## config.mk

```make
export PLATFORM = sky130hd
export DESIGN_NAME = mult_32_seq
export DESIGN_NICKNAME = d
export VERILOG_FILES = /design/src/rtl/mult_pkg.sv /design/src/rtl/adder_32.sv /design/src/rtl/mult_32_seq.sv
export SDC_FILE = /design/constraint.sdc
export NUM_CORES = 1
export LEC_CHECK = 0
export CAP_MARGIN = 10
export CORE_MARGIN = 2
export CORE_UTILIZATION = 50
export DETAILED_ROUTE_END_ITERATION = 12
export PLACE_DENSITY_LB_ADDON = 0.12
export SLEW_MARGIN = 20
export SYNTH_ARGS = -nofsm -noshare
export SYNTH_HDL_FRONTEND = slang
export SYNTH_SLANG_ARGS = --single-unit
```

## constraint.sdc

```tcl
create_clock -name clk -period 17.2 [get_ports clk]
set_clock_uncertainty 0.15 [all_clocks]
set_input_delay 3.44 -clock clk [delete_from_list [all_inputs] [get_ports clk]]
set_output_delay 3.44 -clock clk [all_outputs]
set_load 0.005 [all_outputs]
```

## src/rtl/mult_pkg.sv

```systemverilog
// Shared definitions for the sequential shift-and-add multiplier:
// FSM encoding, iteration count and operand magnitude helper.
package mult_pkg;

  typedef enum logic [1:0] {
    IDLE = 2'd0,
    CALC = 2'd1,
    SIGN = 2'd2,
    DONE = 2'd3
  } state_t;

  localparam int MULT_ITER = 32;
  localparam int CNT_W     = 5;

  // Magnitude only for signed operands; |0x80000000| still fits as unsigned.
  function automatic logic [31:0] mag32(input logic [31:0] v, input logic sgn);
    return (sgn && v[31]) ? (~v + 32'd1) : v;
  endfunction

endpackage

```

## src/rtl/adder_32.sv

```systemverilog
// 32-bit ripple-carry adder used for one partial-product addition per cycle.
module adder_32 (
  input  logic [31:0] x,
  input  logic [31:0] y,
  input  logic        cin,
  output logic [31:0] z,
  output logic        cout
);

  logic [32:0] carry;

  assign carry[0] = cin;

  generate
    for (genvar gi = 0; gi < 32; gi++) begin : g_fa
      assign z[gi]         = x[gi] ^ y[gi] ^ carry[gi];
      assign carry[gi + 1] = (x[gi] & y[gi]) | (carry[gi] & (x[gi] ^ y[gi]));
    end
  endgenerate

  assign cout = carry[32];

endmodule

```

## src/rtl/mult_32_seq.sv

```systemverilog
// Sequential 32x32 shift-and-add multiplier producing {hi, lo}; signed
// operands are handled as magnitudes with a final 64-bit negate.
module mult_32_seq
  import mult_pkg::*;
#(
  parameter int WIDTH = 32
) (
  input  logic             clk,
  input  logic             rst_n,
  input  logic             start,
  input  logic             is_signed,
  input  logic [WIDTH-1:0] a,
  input  logic [WIDTH-1:0] b,
  output logic             busy,
  output logic             done,
  output logic [WIDTH-1:0] hi,
  output logic [WIDTH-1:0] lo
);

  state_t             state;
  logic [2*WIDTH-1:0] acc;
  logic [WIDTH-1:0]   mcand;
  logic               neg;
  logic [CNT_W-1:0]   cnt;

  logic [WIDTH-1:0]   add_y;
  logic [WIDTH-1:0]   add_z;
  logic               add_cout;

  assign add_y = acc[0] ? mcand : '0;

  adder_32 u_adder (
    .x    (acc[2*WIDTH-1:WIDTH]),
    .y    (add_y),
    .cin  (1'b0),
    .z    (add_z),
    .cout (add_cout)
  );

  always_ff @(posedge clk or negedge rst_n) begin
    if (!rst_n) begin
      state <= IDLE;
      acc   <= '0;
      mcand <= '0;
      neg   <= 1'b0;
      cnt   <= '0;
      hi    <= '0;
      lo    <= '0;
      busy  <= 1'b0;
      done  <= 1'b0;
    end else begin
      busy <= (state != IDLE);
      done <= (state == DONE);
      case (state)
        IDLE: begin
          if (start) begin
            mcand <= mag32(a, is_signed);
            neg   <= is_signed & (a[WIDTH-1] ^ b[WIDTH-1]);
            acc   <= {{WIDTH{1'b0}}, mag32(b, is_signed)};
            cnt   <= '0;
            state <= CALC;
          end
        end
        CALC: begin
          // Carry-out becomes the new MSB so products >= 2^63 stay exact.
          acc <= {add_cout, add_z, acc[WIDTH-1:1]};
          cnt <= cnt + 1'b1;
          if (cnt == CNT_W'(MULT_ITER - 1)) state <= SIGN;
        end
        SIGN: begin
          if (neg) acc <= ~acc + 64'd1;
          state <= DONE;
        end
        DONE: begin
          hi    <= acc[2*WIDTH-1:WIDTH];
          lo    <= acc[WIDTH-1:0];
          state <= IDLE;
        end
      endcase
    end
  end

endmodule

```

# [Word level (Yosys, flattened, before mapping)]
# Cells that the tools add are included.
[word_totals] ff_bits=170 in_bits=68 out_inout_bits=66 wordCells=203
[classes] add_sub_neg=4 eq_ne=7 muxes=11 bitwise=162 reduce_logical=10
[ops] operator="$pmux W64 S3" count=1
[ops] operator="$mux W64" count=2
[ops] operator="$mux W32" count=3
[ops] operator="$add A32 B1 Y32 const B" count=2
[ops] operator="$add A64 B1 Y64 const B" count=1
[ops] operator="$and A1 B1 Y1" count=64
[ops] operator="$not A32 Y32" count=2
[ops] operator="$not A64 Y64" count=1
[ops] operator="$xor A1 B1 Y1" count=64
[ops] operator="$or A1 B1 Y1" count=31
[ops] operator="$pmux W5 S2" count=1
[ops] operator="$pmux W2 S4" count=1
[ops] operator="$ne A2 B2 Y1 const B" count=3
[ops] operator="$reduce_and A2 Y1" count=3
[ops] operator="$add A5 B1 Y5 const B" count=1
[ops] operator="$eq A5 B5 Y1 const B" count=1
[ops] operator="$mux W5" count=1
[ops] operator="$eq A2 B2 Y1 const B" count=2
[ops] operator="$mux W2" count=2
[ops] operator="$reduce_bool A2 Y1" count=2
[ops] operator="$reduce_and A3 Y1" count=1
[ops] operator="$reduce_bool A3 Y1" count=1
[ops] operator="$eq A2 B1 Y1 const B" count=1
[ops] operator="$logic_and A1 B1 Y1" count=2
[ops] operator="$logic_not A2 Y1" count=1

# [Longest topological paths before layout]
# Gate-level depths: netlist (run 1).
[depth] depth_word=65 mapped_depth=44 ltp_nobuf=43

# [Modules after synthesis]
# A second synthesis (run 1) with hierarchy kept.
[unflattened] hier_cells=1191 area_unflattened_um2=11063.1
[modules_own_cells] module="mult_32_seq" instances=1 cells_per_inst=1149 area_each_um2=10385.0 seq_area_each_um2=4254.1
[modules_own_cells] module="adder_32" instances=1 cells_per_inst=42 area_each_um2=678.2 seq_area_each_um2=0.0

# [Worst setup path before layout (run 1)]
# No wires, ideal clock.
[synth_path] path_type="flip-flop to flip-flop" startpoint="register acc[0]" endpoint="register acc[62]" setup_time_ns=0.123 t_arrival_ns=12.260 required_time_ns=16.927 setup_slack_ns=4.667 stages_incl_launch_ff=43 path_buffers=2 period_less_slack_ns=12.533 path_cell_list="dfrtp_1 > clkbuf_1 > clkbuf_1 > nand2_1 > fa_1 > fa_1 > fa_1 > fa_1 > fa_1 > fa_1 > fa_1 > fa_1 > fa_1 > fa_1 > fa_1 > fa_1 > inv_1 > fa_1 > (+7 left out) > fa_1 > fa_1 > inv_1 > fa_1 > fa_1 > inv_1 > fa_1 > fa_1 > fa_1 > fa_1 > fa_1 > fa_1 > inv_1 > fa_1 > inv_1 > fa_1 > o32a_1 > nand2_1"
[synth_between] elab_chain_cells=64 elab_cells_between_ends=128 classes_between="add/sub (1); mux (3); bitwise (124)"
[synth_lines] item="start, declared" line_no="mult_32_seq.sv:21" text="logic [2*WIDTH-1:0] acc;"
[synth_lines] item="start signal, assigned" line_no="mult_32_seq.sv:59" text="acc <= {{WIDTH{1'b0}}, mag32(b, is_signed)};"
[synth_lines] item="start signal, assigned" line_no="mult_32_seq.sv:66" text="acc <= {add_cout, add_z, acc[WIDTH-1:1]};"
[synth_lines] item="start signal, assigned" line_no="mult_32_seq.sv:71" text="if (neg) acc <= ~acc + 64'd1;"
[synth_lines] item="$mux W32" line_no="mult_32_seq.sv:30" text="assign add_y = acc[0] ? mcand : '0;"
[synth_lines] item="$and A1 B1 Y1 or $xor A1 B1 Y1 (tied branches)" line_no="adder_32.sv:17" text="assign carry[gi + 1] = (x[gi] & y[gi]) | (carry[gi] & (x[gi] ^ y[gi]));"
[synth_lines] item="$and A1 B1 Y1" line_no="adder_32.sv:17"
[synth_lines] item="$or A1 B1 Y1" line_no="adder_32.sv:17"
[synth_lines] item="$and A1 B1 Y1" line_no="adder_32.sv:17"
[synth_lines] item="$or A1 B1 Y1" line_no="adder_32.sv:17"
[synth_lines] item="$and A1 B1 Y1" line_no="adder_32.sv:17"
[synth_lines] item="$or A1 B1 Y1" line_no="adder_32.sv:17"
[synth_lines] item="(+48 left out)"
[synth_lines] item="$and A1 B1 Y1" line_no="adder_32.sv:17"
[synth_lines] item="$or A1 B1 Y1" line_no="adder_32.sv:17"
[synth_lines] item="$and A1 B1 Y1" line_no="adder_32.sv:17"
[synth_lines] item="$or A1 B1 Y1" line_no="adder_32.sv:17"
[synth_lines] item="$and A1 B1 Y1" line_no="adder_32.sv:17"
[synth_lines] item="$or A1 B1 Y1" line_no="adder_32.sv:17"
[synth_lines] item="$xor A1 B1 Y1" line_no="adder_32.sv:16" text="assign z[gi] = x[gi] ^ y[gi] ^ carry[gi];"
[synth_lines] item="$pmux W64 S3 *" line_no="mult_32_seq.sv:54" text="case (state)"
# Every way passes the cells marked *; elsewhere a longest branch is shown, timed or not. The select of a mux whose other input is x is not followed.
# A chain may end at the register's enable or synchronous reset.

# [Worst setup path in the final report (run 1)]
# Same ends and word-level chain as after synthesis.

==> impl_results.md, run 1 <==
* Slew Limit Fails at 0
* Post-DP HPWL at a little over 20 mm
* Hold Crit Class: flip-flop to flip-flop
* Largest stage delay, worst path at ~0.97 ns
* Syn_nets at 1257
* Post-CTS Resized at 0
* Syn Area/Cell at 9.38 um2
* Placement Cell Area at 12200 um2
* TritonCTS clock tree: done
* Post-Layout Cell Count at 1520
* Vias in the first global route at 8774
* Ys Warns at 0
* Max-cap violation count at 0
* Dpl cells at 1488
* Root buf cell: clkbuf_16
* Min Tclk post-route at 13.54 ns
* Total power at 0.00234 W
* Ys flop type: dfrtp_1
* EDFF count, synth at 0
* GRT Residual Overflow at 0
* Req. time, crit path at 17.37 ns
* Reg2Reg Depth at 42
* Number of library cell types mapped by synthesis at 76
* Net Switching at just over 0.001 W
* Remaining DRCs at 0
* Register area share after synthesis at 39.5%
* Clk buf depth at 2
* Slew HR at 26.7%
* GRT Overall Usage at a little over a quarter
* Core area at roughly 21000 um2
* WS Path Type: flip-flop to flip-flop
* Maximum vdd drop at roughly 0.11 mV
* Reg power frac at about 33%
* Critical R2R Launch: acc[0]
* Ant. Diodes at 0
* Drt total wl at slightly below 30 mm
* CP max stage cell: dfrtp_1
* Final instance area at 12800 um2
* Synthesized cell area at between 10000 and 15000 um2
* Most frequent cell on the critical path: fa_1
* Hold endpoint: mcand[0]
* Die Ht at about 150 um
* IO Pins at 134
* Pre-CTS setup slack at 3.76 ns
* # hold bufs at CTS at 0
* Pwr/cell area at 182 nW/um2
* Largest net degree at the start of global routing at 100
* Initial Util at 51.0%
* # setup viols final at 0
* Status: completed
* Hold Vio Cnt, Final at 0
* Share of layout cells above drive strength 1 at 10.8%
* P_int at 0.00132 W
* Hold path depth at 2
* Final period util at 78.7%
* RR Endpoint: acc[62]
* Wire length per cell at 19.4 um
* P&R area growth vs syn at 19.1%
* Worst skew pair latency at ~0.44 ns
* CP Max Fanout at 37
* Beginning of the critical path: acc[0]
* Leakage at around 5.0 nW
* Rows at 53
* Worst setup margin at 3.66 ns
* Synthesized instance count at 1148
* RD Place Congestion at 0.928
* Die Span X at roughly 150 um
* Per-cell via count in the routed design at 6.07
* Seq cells post-synth at 170
* Post-synth ARST share at 100%
* First-pass GRT wire length at about 48 mm
* DR vias at 9227
* Die area at between 20000 and 25000 um2
* TNS Setup at 0 ns
* H-tree Lvls at 4
* R2R Setup Slk at 3.66 ns
* Post-CTS Setup Bufs at 0
* Proportion of power drawn by combinational gates at 49.8%
* Buffers on Ports at 133
* Crit end category: flip-flop
* Unrepaired setup endpoints after global routing: false
* Fmax achieved at about 0.074 GHz
* CP Launch Type: flip-flop
* Reg clk slew, reported paths at 0.07 ns
* Clk pwr share at 17.0%
* Worst hold start: mcand[0]
* Pre-Repair DR Iteration Count at 5
* TritonCTS Buffers at 17
* Post-route ant nets at 0
* Switching share of total power at 43.7%
* Post-layout nets at 1341
* Initial antenna violation count at 0
* Drt initial violations at 889
* TritonCTS Sinks at 170
* Critical Path AT at approximately 14 ns
* Worst Tran Pin Value at 1.10 ns
[synth_stat cells (22+ instances only)]
master,number,area [um2]
dfrtp_1,170,4250
nand2_1,131,492
o21ai_0,96,480
mux2_2,66,743
a21oi_1,65,325
clkbuf_1,60,225
nor2_1,58,218
inv_1,53,199
nor3_1,35,175
xnor2_1,35,307
xor2_1,35,307
fa_1,31,621
nand3_1,25,125
or4_1,23,173
nor4_1,22,138
[worst max path at each step]
stage,endpoint,depth (start not counted)
2_1_floorplan,acc[62],42
3_3_place_gp,acc[62],42
3_5_place_dp,acc[62],42
4_1_cts,acc[62],42
5_1_grt,acc[62],42
6_report,acc[62],42
[registers in the layout, summed over array words and instances, names as in the netlist]
signal,count
acc,64
busy,1
cnt,5
done,1
hi,32
lo,32
mcand,32
neg,1
state,2
[cells by family after synthesis]
family                   Yosys count  share of synthesized area [%]
AND/OR/NAND/NOR                  375                           18.4
flip-flops                       170                           39.5
AO/OA/AOI/OAI                    292                           17.4
buffers and inverters            130                           4.80
adder cells (fa/ha/maj)           41                           6.93
multiplexers                      70                           7.28
XOR/XNOR                          70                           5.70
[worst max-delay path, delay by kind of cell (launching register included)]
| family | cells | cell delay, ns |
|---|---|---|
| simple gates | 2 | 0.29 |
| flops | 1 | 0.97 |
| buf+inv | 7 | 0.42 |
| compound gates | 1 | 0.13 |
| fa+ha+maj | 32 | 11.47 |
[power by group through the flow]
stage | clock network [W] | logic, W | registers, W
3_5_place_dp | 0 | 0.00115 | 0.000777
3_3_place_gp | 0 | 0.00113 | 0.000772
2_1_floorplan | 0 | 0.000837 | 0.000695
4_1_cts | 0.000402 | 0.00116 | 0.000771
6_report | 0.000398 | 0.00116 | 0.000775
5_1_grt | 0.000418 | 0.00129 | 0.000805
[cells in the final DEF, fill, tap and decap left out, types with 25 or more instances in the layout]
master / instances
a21oi_1: 65
clkdlybuf4s50_1: 132
dfrtp_1: 170
fa_1: 31
inv_1: 53
mux2_2: 66
nand2_1: 131
nand3_1: 25
nor2_1: 57
nor3_1: 35
o21ai_0: 96
xnor2_1: 35
xor2_1: 35
[stage by stage]
step,hold slack (ns),utilization (%)
after CTS,0.328,60.8
final,0.328,60.8
after global routing,0.342,60.8
after detailed placement,0.315,57.9
after floorplan,0.292,-
after global placement,0.309,57.9
[metal layers]
metal	routed length, um	track usage [%]
met1	14000	41.3
met2	12800	39.5
met3	2400	5.64
met4	300	6.40
met5	0	0
[area by class of cell]
type | instances | area (um2)
inverter | 53 | 199
clock inverter | 8 | 110
multi-input combinational | 848 | 6020
timing repair buffer | 142 | 1400
fill | 1867 | 8270
sequential | 170 | 4250
tap | 275 | 344
clock buffer | 24 | 492
Power figures use the tool's default switching activity.
==> run 2: changes to the inputs <==
==> constraint.sdc (replaced) <==
create_clock -name clk -period 13.3 [get_ports clk]
set_clock_uncertainty 0.15 [all_clocks]
set_input_delay 2.66 -clock clk [delete_from_list [all_inputs] [get_ports clk]]
set_output_delay 2.66 -clock clk [all_outputs]
set_load 0.005 [all_outputs]
==> impl_results.md, run 2 (same netlist as run 1, synthesis figures left out) <==
* Status: completed
* WS Path Type: flip-flop to flip-flop
* CP Max Fanout at 3
* TritonCTS clock tree: done
* Reg clk slew, reported paths at 0.07 ns
* Core area at 21100 um2
* Net Switching at 0.00134 W
* Maximum vdd drop at 0.154 mV
* Commonest non-fill, non-tap cell in the layout: dfrtp_1
* Min Tclk post-route at about 13 ns
* Worst Tran Pin Value at 1.11 ns
* Largest stage delay, worst path at 0.48 ns
* Switching share of total power at 44.5%
* Initial Util at 51.0%
* Total power at 0.00301 W
* RD Place Congestion at 0.913
* Worst skew pair latency at 0.44 ns
* Wire length per cell at ~19 um
* Die Span X at between 150 and 200 um
* Post-layout util at 60.9%
* CP max stage cell: fa_1
* Commonest cells after routing, fill and taps aside: dfrtp_1, clkdlybuf4s50_1, nand2_1
* Crit end category: flip-flop
* P_int at 0.00167 W
* Post-Layout Cell Count at between 1500 and 2000
* Drt total wl at approximately 29 mm
* Post-CTS Setup Bufs at 0
* Fmax achieved at between 0.07 and 0.08 GHz
* First-pass GRT wire length at 47.9 mm
* TritonCTS Sinks at 170
* Per-cell via count in the routed design at 6.05
* TNS Setup at 0 ns
* Root buf cell: clkbuf_16
* Clk pwr share at ~16%
* P&R area growth vs syn at 19.3%
* Die area at 22700 um2
* Leakage at 4.99 nW
* H-tree Lvls at 4
* Share of layout cells above drive strength 1 at 11.3%
* Rows at 53
* Clk buf depth at 2
* Dpl cells at 1491
* Pwr/cell area at 234 nW/um2
* Buffers on Ports at 133
* TritonCTS Buffers at 17
* Remaining DRCs at 0
* Top reg by flops: acc
* Max reg flops at 64
* Reg power frac at 32.9%
* IO Pins at approximately 130
* Vias in the first global route at 8808
* Hold Vio Cnt, Final at 0
* Post-route ant nets at 0
* Pre-CTS setup slack at 0.571 ns
* Most frequent cell on the critical path: fa_1
* Final period util at 96.6%
* # setup viols final at 0
* Drt initial violations at 795
* Req. time, crit path at 13.48 ns
* GRT Residual Overflow at 0
* Largest net degree at the start of global routing at 94
* Post-CTS Resized at 0
* Post-layout nets at about 1300
* Hold Crit Class: flip-flop to flip-flop
* DR vias at 9221
* CP Launch Type: flip-flop
* # hold bufs at CTS at 0
* Ant. Diodes at 0
* Die Ht at 151 um
* Slew HR at 25.6%
* Worst setup margin at 0.449 ns
* Critical Path AT at ~13 ns
* Max-cap violation count at 0
* Unrepaired setup endpoints after global routing: false
* Slew Limit Fails at 0
* Post-DP HPWL at a little over 20 mm
* Pre-Repair DR Iteration Count at 5
* Proportion of power drawn by combinational gates at 50.8%
* Initial antenna violation count at 0
* GRT Overall Usage at 27.1%
[run 2: cell count changes in the layout (fill, tap and decap cells not counted)]
cell       change
clkbuf_1       -2
inv_8          +1
buf_4          +3
clkbuf_8       -4
nor4b_4        +1
nor4b_2        -1
inv_6          +4
clkinv_2       +2
bufinv_16      -1
buf_16         +1
[run 2: through the flow]
step	cell area [um2]	hold slack (ns)
floorplan	10800	0.292
global placement	12200	0.312
detailed placement	12200	0.321
CTS	12800	0.336
global route	12800	0.351
finish	12800	0.331
[run 2: worst paths after layout]
check	end	slack (ns)	depth (start not counted)	from
setup / recovery	acc[62]	0.45	42	acc[0]
setup reg to reg	acc[62]	0.45	42	acc[0]
hold / removal	mcand[9]	0.33	2	mcand[9]
min in group asynchronous	lo[20]	2.15	1	rst_n
hold reg to reg	mcand[9]	0.33	2	mcand[9]
max in group asynchronous	hi[16]	9.64	3	rst_n
[run 2: area by class of cell]
type | count | area (um2)
inverter | 53 | 199
clock buffer | 18 | 429
sequential | 170 | 4250
multi-input combinational | 848 | 6030
fill | 1834 | 8250
clock inverter | 14 | 136
timing repair buffer | 146 | 1450
tap | 275 | 344
[run 2: power by group through the flow]
stage | registers (W) | logic [W] | clock network (W)
2_1_floorplan | 0.000898 | 0.00108 | 0
3_3_place_gp | 0.000986 | 0.00147 | 0
3_5_place_dp | 0.000994 | 0.00151 | 0
4_1_cts | 0.000986 | 0.00151 | 0.000497
5_1_grt | 0.00103 | 0.00168 | 0.000519
6_report | 0.000990 | 0.00153 | 0.000490
[run 2: layer usage]
metal / GRT usage (%) / wire, um / up-vias
met5: 0 / 0 / -
met4: 5.98 / 320 / 0
met3: 5.94 / 2260 / 29
met2: 39.1 / 12800 / 384
met1: 41.7 / 14100 / 4476
li1: - / - / 4332
[run 2: worst max-delay path, delay by kind of cell, from the launching register on]
| family | cells | cell delay, ns |
|---|---|---|
| compound gates | 1 | 0.13 |
| fa+ha+maj | 32 | 11.53 |
| buf+inv | 7 | 0.42 |
| flops | 1 | 0.36 |
| simple gates | 2 | 0.18 |
==> run 3: changes to the inputs <==
--- a/config.mk
+++ b/config.mk
@@ -9,8 +9,9 @@
 export CORE_MARGIN = 2
 export CORE_UTILIZATION = 50
 export DETAILED_ROUTE_END_ITERATION = 12
+export MAX_ROUTING_LAYER = met4
 export PLACE_DENSITY_LB_ADDON = 0.12
-export SLEW_MARGIN = 20
+export SKIP_LAST_GASP = 1
 export SYNTH_ARGS = -nofsm -noshare
 export SYNTH_HDL_FRONTEND = slang
 export SYNTH_SLANG_ARGS = --single-unit
==> impl_results.md, run 3 (same netlist as run 1, synthesis figures left out) <==
* Status: completed
* Max-cap violation count at 0
* Vias in the first global route at 8787
* WS Path Type: flip-flop to flip-flop
* Largest net degree at the start of global routing at 94
* Buffers on Ports at 133
* Initial Util at 51.0%
* Remaining DRCs at 0
* P&R area growth vs syn at 19.1%
* CP Launch Type: flip-flop
* Root buf cell: clkbuf_16
* Commonest cells after routing, fill and taps aside: dfrtp_1, clkdlybuf4s50_1, nand2_1
* Req. time, crit path at 13.47 ns
* Drt total wl at around 30 mm
* Core area at 21100 um2
* RD Place Congestion at 0.929
* # setup viols final at 0
* Post-CTS Setup Bufs at 0
* Critical R2R Launch: acc[0]
* IO Pins at 134
* Pwr/cell area at 235 nW/um2
* TNS Setup at 0 ns
* Beginning of the critical path: acc[0]
* TritonCTS Sinks at 170
* Fmax achieved at slightly below 0.08 GHz
* Largest stage delay, worst path at 0.48 ns
* Wire length per cell at 19.4 um
* Top reg by flops: acc
* Die area at 22700 um2
* Drt initial violations at 875
* Hold Vio Cnt, Final at 0
* Die Span X at 151 um
* Max reg flops at between 60 and 70
* Clk buf depth at 2
* First-pass GRT wire length at 47.9 mm
* Slew HR at 23.3%
* DR vias at 9260
* Unrepaired setup endpoints after global routing: false
* Share of layout cells above drive strength 1 at 11.2%
* Die Ht at ~150 um
* Most frequent cell on the critical path: fa_1
* CP Max Fanout at 3
* Rows at 53
* Per-cell via count in the routed design at 6.08
* H-tree Lvls at 4
* TritonCTS clock tree: done
* Ant. Diodes at 0
* Post-layout nets at around 1300
* Pre-Repair DR Iteration Count at 5
* Leakage at ~5 nW
* TritonCTS Buffers at 17
* Reg clk slew, reported paths at 0.07 ns
* Initial antenna violation count at 0
* Crit end category: flip-flop
* Commonest non-fill, non-tap cell in the layout: dfrtp_1
* Hold Crit Class: flip-flop to flip-flop
* Worst skew pair latency at 0.44 ns
* Critical Path AT at 13.03 ns
* Post-layout util at 60.8%
* Slew Limit Fails at 0
* CP max stage cell: fa_1
* Post-DP HPWL at 20.3 mm
* Post-CTS Resized at 0
* Final period util at 96.7%
* GRT Residual Overflow at 0
* Min Tclk post-route at ~13 ns
* GRT Overall Usage at 27.9%
* Maximum vdd drop at 0.155 mV
* Post-route ant nets at 0
* # hold bufs at CTS at 0
* Worst Tran Pin Value at roughly 1.1 ns
* Worst hold start: mcand[9]
[run 3: area by class of cell]
| class | count | area (um2) |
|---|---|---|
| fill | 1836 | 8270 |
| tap | 275 | 344 |
| inverter | 53 | 199 |
| clock buffer | 18 | 429 |
| clock inverter | 14 | 136 |
| timing repair buffer | 145 | 1420 |
| sequential | 170 | 4250 |
| multi-input combinational | 848 | 6030 |
[run 3: per-stage QoR]
| stage | cells | setup WS [ns] | hold WS (ns) | instance area [um2] | total power [W] |
|---|---|---|---|---|---|
| floorplan | 1148 | 0.767 | 0.292 | 10800 | 0.00198 |
| global placement | 1491 | 0.654 | 0.312 | 12200 | 0.00246 |
| detailed placement | 1491 | 0.571 | 0.321 | 12200 | 0.00250 |
| CTS | 1523 | 0.541 | 0.336 | 12800 | 0.00300 |
| global route | 1523 | 0.0386 | 0.351 | 12800 | 0.00322 |
| finish | 1523 | 0.440 | 0.331 | 12800 | 0.00301 |
[run 3: critical path: cells and delay by family, from the launching register on]
kind / cells / cell delay (ns)
fa+ha+maj: 32 / 11.54
buf+inv: 7 / 0.43
flops: 1 / 0.36
simple gates: 2 / 0.18
compound gates: 1 / 0.13
[run 3: power breakdown]
part           internal, W  switching, W
Combinational     0.000659      0.000871
Sequential        0.000745      0.000245
Clock             0.000262      0.000227
[run 3: per-layer routing]
metal | up-vias | routed length, um | part of all wire [%] | global-route usage (%)
met5 | - | 0 | 0 | -
met4 | 0 | 343 | 1.2 | 6.40
met3 | 35 | 2230 | 7.5 | 5.36
met2 | 381 | 12700 | 43 | 39.2
met1 | 4504 | 14300 | 48 | 41.8
li1 | 4340 | - | - | -
[run 3: path summary, 6_finish.rpt]
path                       endpoint  slack (ns)  cells after the start
max                         acc[62]        0.44                     42
min                        mcand[9]        0.33                      2
max reg2reg                 acc[62]        0.44                     42
min reg2reg                mcand[9]        0.33                      2
max in group asynchronous    hi[14]        9.28                      2
min in group asynchronous    lo[20]        2.14                      1
